--- src/rtl/mem_arb_pkg.sv ---
// Shared types and defaults for the round-robin memory arbiter.
package mem_arb_pkg;

    // Transaction sequencing: wait for a request, hold the memory handshake, report completion.
    typedef enum logic [1:0] {
        IDLE = 2'd0,
        BUSY = 2'd1,
        RESP = 2'd2
    } state_e;

    // Cycles valid may stay high without ready before the transfer is aborted.
    localparam int DEFAULT_TIMEOUT = 16;

endpackage

--- src/rtl/rr_pick.sv ---
// Combinational round-robin selector: first requester found scanning upward from last+1.
module rr_pick #(
    parameter int NUM_REQ = 4,
    parameter int IDX_W   = (NUM_REQ > 1) ? $clog2(NUM_REQ) : 1
) (
    input  logic [NUM_REQ-1:0] req_i,
    input  logic [IDX_W-1:0]   last_i,
    output logic [NUM_REQ-1:0] grant_o,
    output logic [IDX_W-1:0]   idx_o,
    output logic               any_o
);

    // Requester index examined at each priority rank (rank 0 = highest, just after last).
    logic [IDX_W-1:0] cand [NUM_REQ];

    generate
        for (genvar gi = 0; gi < NUM_REQ; gi++) begin : g_cand
            assign cand[gi] = IDX_W'((int'(last_i) + 1 + gi) % NUM_REQ);
        end
    endgenerate

    // Walk ranks from lowest to highest priority so the highest-priority hit is assigned last.
    always_comb begin
        grant_o = '0;
        idx_o   = '0;
        any_o   = 1'b0;
        for (int k = NUM_REQ - 1; k >= 0; k--) begin
            if (req_i[cand[k]]) begin
                idx_o = cand[k];
                any_o = 1'b1;
            end
        end
        if (any_o) begin
            grant_o[idx_o] = 1'b1;
        end
    end

endmodule

--- src/rtl/mem_rr_arbiter.sv ---
// Round-robin arbiter sharing one single-outstanding valid/ready memory port among NUM_REQ requesters.
`ifndef ADDR_WIDTH
`define ADDR_WIDTH 16
`endif
`ifndef WIDTH
`define WIDTH 32
`endif

module mem_rr_arbiter
    import mem_arb_pkg::*;
#(
    parameter int NUM_REQ    = 4,
    parameter int ADDR_WIDTH = `ADDR_WIDTH,
    parameter int WIDTH      = `WIDTH,
    parameter int TIMEOUT    = DEFAULT_TIMEOUT
) (
    input  logic                         clk,
    input  logic                         rst,
    input  logic [NUM_REQ-1:0]           req_valid,
    input  logic [NUM_REQ-1:0]           req_wr_rd,
    input  logic [NUM_REQ*ADDR_WIDTH-1:0] req_addr,
    input  logic [NUM_REQ*WIDTH-1:0]     req_wdata,
    output logic [NUM_REQ-1:0]           req_ready,
    output logic [NUM_REQ-1:0]           rsp_valid,
    output logic [WIDTH-1:0]             rsp_rdata,
    output logic                         rsp_err,
    output logic [ADDR_WIDTH-1:0]        addr,
    output logic [WIDTH-1:0]             wdata,
    output logic                         wr_rd,
    output logic                         valid,
    input  logic                         ready,
    input  logic [WIDTH-1:0]             rdata
);

    localparam int IDX_W = (NUM_REQ > 1) ? $clog2(NUM_REQ) : 1;
    localparam int CNT_W = $clog2(TIMEOUT);
    localparam logic [CNT_W-1:0] CNT_LAST = CNT_W'(TIMEOUT - 1);

    state_e               state_q, state_d;
    logic [IDX_W-1:0]     last_q, last_d;
    logic [IDX_W-1:0]     gnt_q, gnt_d;
    logic [ADDR_WIDTH-1:0] addr_q, addr_d;
    logic [WIDTH-1:0]     wdata_q, wdata_d;
    logic                 wr_rd_q, wr_rd_d;
    logic                 valid_q, valid_d;
    logic [WIDTH-1:0]     rsp_rdata_q, rsp_rdata_d;
    logic                 rsp_err_q, rsp_err_d;
    logic [CNT_W-1:0]     cnt_q, cnt_d;

    logic [ADDR_WIDTH-1:0] req_addr_arr  [NUM_REQ];
    logic [WIDTH-1:0]      req_wdata_arr [NUM_REQ];
    logic [NUM_REQ-1:0]    pick_grant;
    logic [IDX_W-1:0]      pick_idx;
    logic                  pick_any;

    generate
        for (genvar gi = 0; gi < NUM_REQ; gi++) begin : g_unpack
            assign req_addr_arr[gi]  = req_addr[gi*ADDR_WIDTH +: ADDR_WIDTH];
            assign req_wdata_arr[gi] = req_wdata[gi*WIDTH +: WIDTH];
        end
    endgenerate

    rr_pick #(
        .NUM_REQ (NUM_REQ),
        .IDX_W   (IDX_W)
    ) u_pick (
        .req_i   (req_valid),
        .last_i  (last_q),
        .grant_o (pick_grant),
        .idx_o   (pick_idx),
        .any_o   (pick_any)
    );

    // State and datapath registers; reset abandons any in-flight transfer.
    always_ff @(posedge clk or negedge rst) begin
        if (!rst) begin
            state_q     <= IDLE;
            last_q      <= IDX_W'(NUM_REQ - 1);
            gnt_q       <= '0;
            addr_q      <= '0;
            wdata_q     <= '0;
            wr_rd_q     <= 1'b0;
            valid_q     <= 1'b0;
            rsp_rdata_q <= '0;
            rsp_err_q   <= 1'b0;
            cnt_q       <= '0;
        end else begin
            state_q     <= state_d;
            last_q      <= last_d;
            gnt_q       <= gnt_d;
            addr_q      <= addr_d;
            wdata_q     <= wdata_d;
            wr_rd_q     <= wr_rd_d;
            valid_q     <= valid_d;
            rsp_rdata_q <= rsp_rdata_d;
            rsp_err_q   <= rsp_err_d;
            cnt_q       <= cnt_d;
        end
    end

    // Next state: accept a winner, wait for ready or give up at the timeout, then report.
    always_comb begin
        state_d     = state_q;
        last_d      = last_q;
        gnt_d       = gnt_q;
        addr_d      = addr_q;
        wdata_d     = wdata_q;
        wr_rd_d     = wr_rd_q;
        valid_d     = valid_q;
        rsp_rdata_d = rsp_rdata_q;
        rsp_err_d   = rsp_err_q;
        cnt_d       = cnt_q;
        case (state_q)
            IDLE: begin
                if (pick_any) begin
                    state_d = BUSY;
                    last_d  = pick_idx;
                    gnt_d   = pick_idx;
                    addr_d  = req_addr_arr[pick_idx];
                    wdata_d = req_wdata_arr[pick_idx];
                    wr_rd_d = req_wr_rd[pick_idx];
                    valid_d = 1'b1;
                    cnt_d   = '0;
                end
            end
            BUSY: begin
                // ready on the final allowed edge still counts as a normal completion
                if (ready) begin
                    state_d     = RESP;
                    valid_d     = 1'b0;
                    rsp_rdata_d = wr_rd_q ? '0 : rdata;
                    rsp_err_d   = 1'b0;
                end else if (cnt_q == CNT_LAST) begin
                    state_d     = RESP;
                    valid_d     = 1'b0;
                    rsp_rdata_d = '0;
                    rsp_err_d   = 1'b1;
                end else begin
                    cnt_d = cnt_q + 1'b1;
                end
            end
            RESP: begin
                state_d = IDLE;
            end
            default: begin
                state_d = IDLE;
                valid_d = 1'b0;
            end
        endcase
    end

    // Handshake strobes toward the requesters, decoded from the current state.
    always_comb begin
        req_ready = '0;
        rsp_valid = '0;
        if (state_q == IDLE) begin
            req_ready = pick_grant;
        end
        if (state_q == RESP) begin
            rsp_valid[gnt_q] = 1'b1;
        end
    end

    assign rsp_rdata = rsp_rdata_q;
    assign rsp_err   = rsp_err_q;
    assign addr      = addr_q;
    assign wdata     = wdata_q;
    assign wr_rd     = wr_rd_q;
    assign valid     = valid_q;

endmodule

--- config.mk ---
export PLATFORM = sky130hd
export DESIGN_NAME = mem_rr_arbiter
export DESIGN_NICKNAME = d
export VERILOG_FILES = /design/src/rtl/mem_arb_pkg.sv /design/src/rtl/rr_pick.sv /design/src/rtl/mem_rr_arbiter.sv
export SDC_FILE = /design/constraint.sdc
export NUM_CORES = 1
export LEC_CHECK = 0
export CAP_MARGIN = 20
export CORE_AREA = 2 2 126 128
export DETAILED_ROUTE_END_ITERATION = 10
export DIE_AREA = 0 0 128 130
export PLACE_DENSITY = 0.73
export SETUP_SLACK_MARGIN = 0.5
export SLEW_MARGIN = 10
export SYNTH_ARGS = -nofsm -noshare
export SYNTH_HDL_FRONTEND = slang
export SYNTH_HIERARCHICAL = 1
export SYNTH_SLANG_ARGS = --single-unit
export TNS_END_PERCENT = 50
--- constraint.sdc ---
create_clock -name clk -period 5 [get_ports clk]
set_clock_uncertainty 0.05 [all_clocks]
set_input_delay 1 -clock clk [delete_from_list [all_inputs] [get_ports clk]]
set_output_delay 1 -clock clk [all_outputs]
set_load 0.005 [all_outputs]
==> flow_summary.json, run 1 <==
{
  "hp-class": "reg2reg",
  "power.switching_mw": 1.512,
  "grt_pass1_wl_mm": 26.79,
  "antenna_cells": 0,
  "p_leak_nw": 3.731,
  "vias_per_cell": 5.177,
  "cp-startpoint": "req_valid[3]",
  "cts_max_level": 3,
  "finalHoldViolCount": 0,
  "hold_depth": 2,
  "wl_per_cell_um": 18.65,
  "rr_worst_depth": 6,
  "fin_crit_ps": 3806,
  "power_frac_seq": 0.310,
  "mappedNetlistNets": 674,
  "cp.required_ps": 3950,
  "die_y_um": 130,
  "syn_area_per_cell_um2": 11.22,
  "synth.top_cells.by_area": "dfrtp_1 (46%), mux2i_1 (20%), o221ai_1 (8.9%), a22o_1 (5.7%), nand2_1 (4.6%)",
  "dp.cells": 928,
  "syn-cell-area_um2": 4912,
  "path_clk_slew_ps": 60,
  "crit_arrival_ps": 2760,
  "overflow": 0,
  "drtAntennaViolNets": 0,
  "cts_setup_buffers": 0,
  "clockBufferDepth": 2,
  "setup_violations": 0,
  "maxSlewViolCount": 0,
  "area_delta_synth_final_pct": 76.82,
  "combinationalPowerShare": 0.522,
  "slew_headroom": 0.3016,
  "yosysTopAreaCellShare": 0.4636,
  "hpwl_mm": 13.49,
  "tns_ps": 0,
  "critPathKind": "in2out",
  "crit_path_end_kind": "output pin",
  "totalWireLength_mm": 17.62,
  "critPathLaunchType": "input pin",
  "yosysTopAreaCell": "dfrtp_1",
  "clk_latency_ps": 340,
  "fin_nets": 984,
  "max_freq_mhz": 262.7,
  "cts_made_buffers": 9,
  "ys.flop_type": "dfrtp_1",
  "clock_sinks": 93,
  "drv_cap": 0,
  "stdcell_count": 945,
  "r2r_end": "wdata[10]",
  "core-area_um2": 15420,
  "rsz0062_at_grt": "no",
  "post_cts_resized": 0,
  "drtIter0Drc": 265,
  "grt_max_degree": 58,
  "vias": 4892,
  "p_sw_frac": 0.3502,
  "power_frac_clock": 0.168,
  "synth_cells": 438,
  "r2r_slack_ps": 2150,
  "peakVddDrop_mv": 0.2479,
  "dieArea_um2": 16640,
  "worstHoldEndpoint": "addr[5]",
  "p_per_area_nw_per_um2": 497.2,
  "fillers": 1307,
  "io_pins": 326,
  "first_pass_iters": 7,
  "yosysMostFrequentCell": "mux2i_1",
  "io_buffers": 325,
  "hp-start": "addr[5]",
  "cts_hold_buf": 0,
  "fin_crit_sh": 0.7613,
  "root_buffer": "clkbuf_16",
  "cts_tree": "done",
  "std_cell_rows": 46,
  "r2r-start": "last_q[1]",
  "route.detailed.drc": 0,
  "gp_congestion": 0.8906,
  "ys_ff_latch": 93,
  "worst_slew_pin_slew_ps": 1044,
  "path_max_fanout": 8,
  "synth_cell_type_count": 41,
  "drive_gt1_frac": 0.05046,
  "synth_edf_count": 0,
  "p_int_mw": 2.806,
  "initial_core_util": 0.3185,
  "grt_pass1_vias": 5024,
  "status": "complete, no violations",
  "grtUsageTotal": 0.2071,
  "yosys_warnings": 6,
  "async_flop_share": 1.000,
  "yosys-top-cells-count": "mux2i_1 (99), dfrtp_1 (91), nand2_1 (60), o221ai_1 (50), a22o_1 (32)",
  "ys_seq_area_frac": 0.4743,
  "die_w_um": 128,
  "antenna_found_initial": 0
}
-- layer usage --
metal  track usage  vias up  wire length (um)
met5             0        -                 0
met4       0.08856        0               506
met3       0.04346       37              1117
met2        0.3699      204              9335
met1        0.2420     2373              6665
li1              -     2278                 -
-- cells in the final DEF (no fill, tap or decap), types with 6 or more instances in the layout --
cell,n
a21oi_1,8
nand2_1,60
mux2i_1,99
buf_4,6
clkdlybuf4s50_1,324
nor2_1,7
a22o_1,32
o221ai_1,50
dfrtp_1,91
clkbuf_16,9
-- sequential cells by signal, indices dropped and copies added, names as in the netlist --
register and flops:
valid 1, gnt_q 2, wdata 32, cnt_q 4, rsp_err 1, addr 16, state_q 2, rsp_rdata 32
last_q 2, wr_rd 1
-- metrics by stage --
stage            util  setup slack [ps]  area [um2]  hold WS [ps]  power (mW)
2_1_floorplan       -              2295        4912         426.9       2.459
3_3_place_gp   0.5397              1327        8325         418.9       3.521
3_5_place_dp   0.5407              1218        8341         423.0       3.598
4_1_cts        0.5613              1203        8658         443.5       4.350
5_1_grt        0.5631              1125        8686         466.2       4.611
6_report       0.5631              1194        8686         436.1       4.318
-- worst max path at each step --
stage,end,slack (ps),cells after the start
2_1_floorplan,req_ready[3],2300,5
4_1_cts,req_ready[0],1200,5
3_3_place_gp,req_ready[0],1330,5
6_report,req_ready[0],1190,5
3_5_place_dp,req_ready[0],1220,5
5_1_grt,req_ready[0],1130,5
-- area by class of cell --
type / count / area [um2] / area share
clock buffers: 11 / 252.7 / 0.02910
clock inverters: 5 / 65.06 / 0.007491
inverters: 3 / 11.26 / 0.001296
multi-input cells: 306 / 2396 / 0.2759
flip-flops and latches: 93 / 2330 / 0.2682
well taps: 192 / 240.2 / 0.02766
repair buffers: 335 / 3391 / 0.3904
-- cell families after synthesis --
group / after synthesis / share of synthesized area
and+or+nand+nor: 98 / 0.09424
adders and majority gates: 1 / 0.002547
buffers and inverters: 39 / 0.04254
muxes: 101 / 0.2078
DFF: 93 / 0.4743
AOI/OAI and AO/OA: 106 / 0.1786
-- worst max-delay path: stages --
cell and delay (ps):
clkdlybuf4s50_1 540, nor2_1 350, o221a_1 240, and2_1 130, clkdlybuf4s50_1 500
-- power groups by stage --
stage	Sequential, mW	Clock (mW)	Combinational (mW)
2_1_floorplan	1.31	0	1.14
3_3_place_gp	1.33	0	2.19
3_5_place_dp	1.34	0	2.26
4_1_cts	1.34	0.747	2.27
5_1_grt	1.38	0.776	2.45
6_report	1.34	0.726	2.26
Power figures use the tool's default switching activity.
==> inputs of run 2 (changes only) <==
CORE_AREA = 2 2 127 129   (was 2 2 126 128)
DIE_AREA = 0 0 129 131   (was 0 0 128 130)
PLACE_DENSITY = 0.72   (was 0.73)
clock period = 3.8 ns   (was 5 ns; I/O delays follow)
==> run 2 against run 1 <==
  * Global-route usage down 1.2 points
  * Critical path depth rose by 1
  * Non-clock buffer count unchanged
  * Core utilization fell by 0.69 points
  * Design area shrank 0.12%
  * Final cell count rose by 2.5%
  * Setup slack worse by 630 ps
  * Die area is 1.6% higher
  * Total power is 30% higher
  * Sequential power grew 31%
  * Via count decreased by 0.76%
  * Sequential share of layout area barely moved
==> flow_summary.json, run 2 (synthesized netlist as in run 1, its figures left out) <==
{
  "drv_cap": 0,
  "clock_sinks": 93,
  "fin_crit_sh": 0.8503,
  "initial_core_util": 0.3149,
  "grt_pass1_vias": 4790,
  "crit_chain": "clkdlybuf4s50_1 -> and2b_1 -> nor2_1 -> o221a_1 -> and2_1 -> clkdlybuf4s50_1",
  "fin_crit_ps": 3231,
  "crit_arrival_ps": 2420,
  "slowest_stage": "clkdlybuf4s50_1",
  "rr_worst_depth": 6,
  "fin_nets": 984,
  "met1_usage": 0.2328,
  "antenna_found_initial": 0,
  "vias": 4855,
  "finalHoldViolCount": 0,
  "worst_hold_slack_ps": 262.7,
  "clk_latency_ps": 330,
  "die_w_um": 129,
  "die_y_um": 131,
  "grt-busiest-layer": "met2",
  "r2r-start": "last_q[1]",
  "stdcell_count": 969,
  "r2r_slack_ps": 1370,
  "finalInstanceArea_um2": 8676,
  "dieArea_um2": 16900,
  "layout_common_cells": "clkdlybuf4s50_1 (322), mux2i_1 (99), dfrtp_1 (91)",
  "fin_util": 0.5562,
  "path_max_fanout": 7,
  "critPathLaunchType": "input pin",
  "antenna_cells": 0,
  "met3_usage": 0.04031,
  "setup_violations": 0,
  "cts_hold_buf": 0,
  "slew_headroom": 0.6044,
  "drtIter0Drc": 210,
  "cts_max_level": 3,
  "use_met2": 0.3442,
  "critPathKind": "in2out",
  "maxSlewViolCount": 0,
  "std_cell_rows": 46,
  "rsz0062_at_grt": "yes",
  "core-area_um2": 15600,
  "peakVddDrop_mv": 0.3260,
  "dp.cells": 953,
  "drtAntennaViolNets": 0,
  "crit_path_end_kind": "output pin",
  "p_per_area_nw_per_um2": 648.3,
  "placed_area_um2": 8358,
  "grtUsageTotal": 0.1955,
  "route.detailed.drc": 0,
  "area_delta_synth_final_pct": 76.62,
  "worst_slew_pin_slew_ps": 593.4,
  "p_leak_nw": 3.731,
  "cts_made_buffers": 9,
  "grt_max_degree": 61,
  "slowest_delay_ps": 530,
  "hp-class": "in2async",
  "path_clk_slew_ps": 70,
  "cp_common_cell": "clkdlybuf4s50_1",
  "grt_pass1_wl_mm": 25.59,
  "drive_gt1_frac": 0.05179,
  "io_pins": 326,
  "totalWireLength_mm": 17.64,
  "vias_per_cell": 5.010,
  "gp_congestion": 0.8527,
  "overflow": 0,
  "hpwl_mm": 13.72,
  "cts_setup_buffers": 0,
  "r2r_end": "wdata[11]",
  "clockBufferDepth": 2,
  "wl_per_cell_um": 18.20,
  "cp.required_ps": 2990,
  "layout_commonest_cell": "clkdlybuf4s50_1",
  "first_pass_iters": 4,
  "max_freq_mhz": 309.5,
  "cts_tree": "done",
  "io_buffers": 325,
  "tns_ps": 0,
  "root_buffer": "clkbuf_16",
  "status": "complete, no violations"
}
[run 2: changes by cell type in the layout (fill, tap and decap cells not counted), sizes merged]
| cell | delta |
|---|---|
| clkdlybuf4s50 | -2 |
| dlymetal6s2s | +2 |
| clkinv | +1 |
| inv | -1 |
[run 2: per-layer routing]
metal	routed length, um	vias up
li1	-	2275
met3	1002	30
met5	0	-
met2	9130	195
met1	6996	2355
met4	507	0
[run 2: worst max-delay path by stage]
| stage | from | endpoint | slack, ps | cells after the start |
|---|---|---|---|---|
| floorplan | req_valid[0] | req_ready[3] | 1580 | 5 |
| global placement | req_valid[3] | req_ready[0] | 610 | 5 |
| detailed placement | req_valid[3] | req_ready[0] | 520 | 5 |
| CTS | req_valid[3] | req_ready[0] | 520 | 5 |
| global route | req_valid[1] | req_ready[0] | 480 | 6 |
| finish | req_valid[1] | req_ready[0] | 570 | 6 |
[run 2: metrics by stage]
step	power [mW]	worst slack, ps
2_1_floorplan	3.236	1575
3_3_place_gp	4.634	605.3
3_5_place_dp	4.710	520.4
4_1_cts	5.671	517.8
5_1_grt	5.976	480.4
6_report	5.624	568.7
[run 2: cell type report]
class	instances	area, um2
well taps	216	270.3
flip-flops and latches	93	2330
inverters	3	11.26
fillers	1340	6922
clock buffers	11	252.7
multi-input cells	306	2399
clock inverters	5	57.56
repair buffers	335	3356
[run 2: critical path, delay by kind of cell]
family,cells,cell delay [ps]
simple gates,3,450
buf+inv,2,1020
compound gates,1,190
[run 2: timing repair]
item                                    CTS  global route
endpoints found under the setup margin    0             4
hold endpoints to repair                  0             0
resized for setup                         0             3
[run 2: where the power goes]
group | internal, mW | leakage (nW) | switching, mW
logic | 1.66 | 2.41 | 1.27
registers | 1.45 | 1.17 | 0.315
clock network | 0.547 | 0.156 | 0.385
total | 3.65 | 3.73 | 1.97
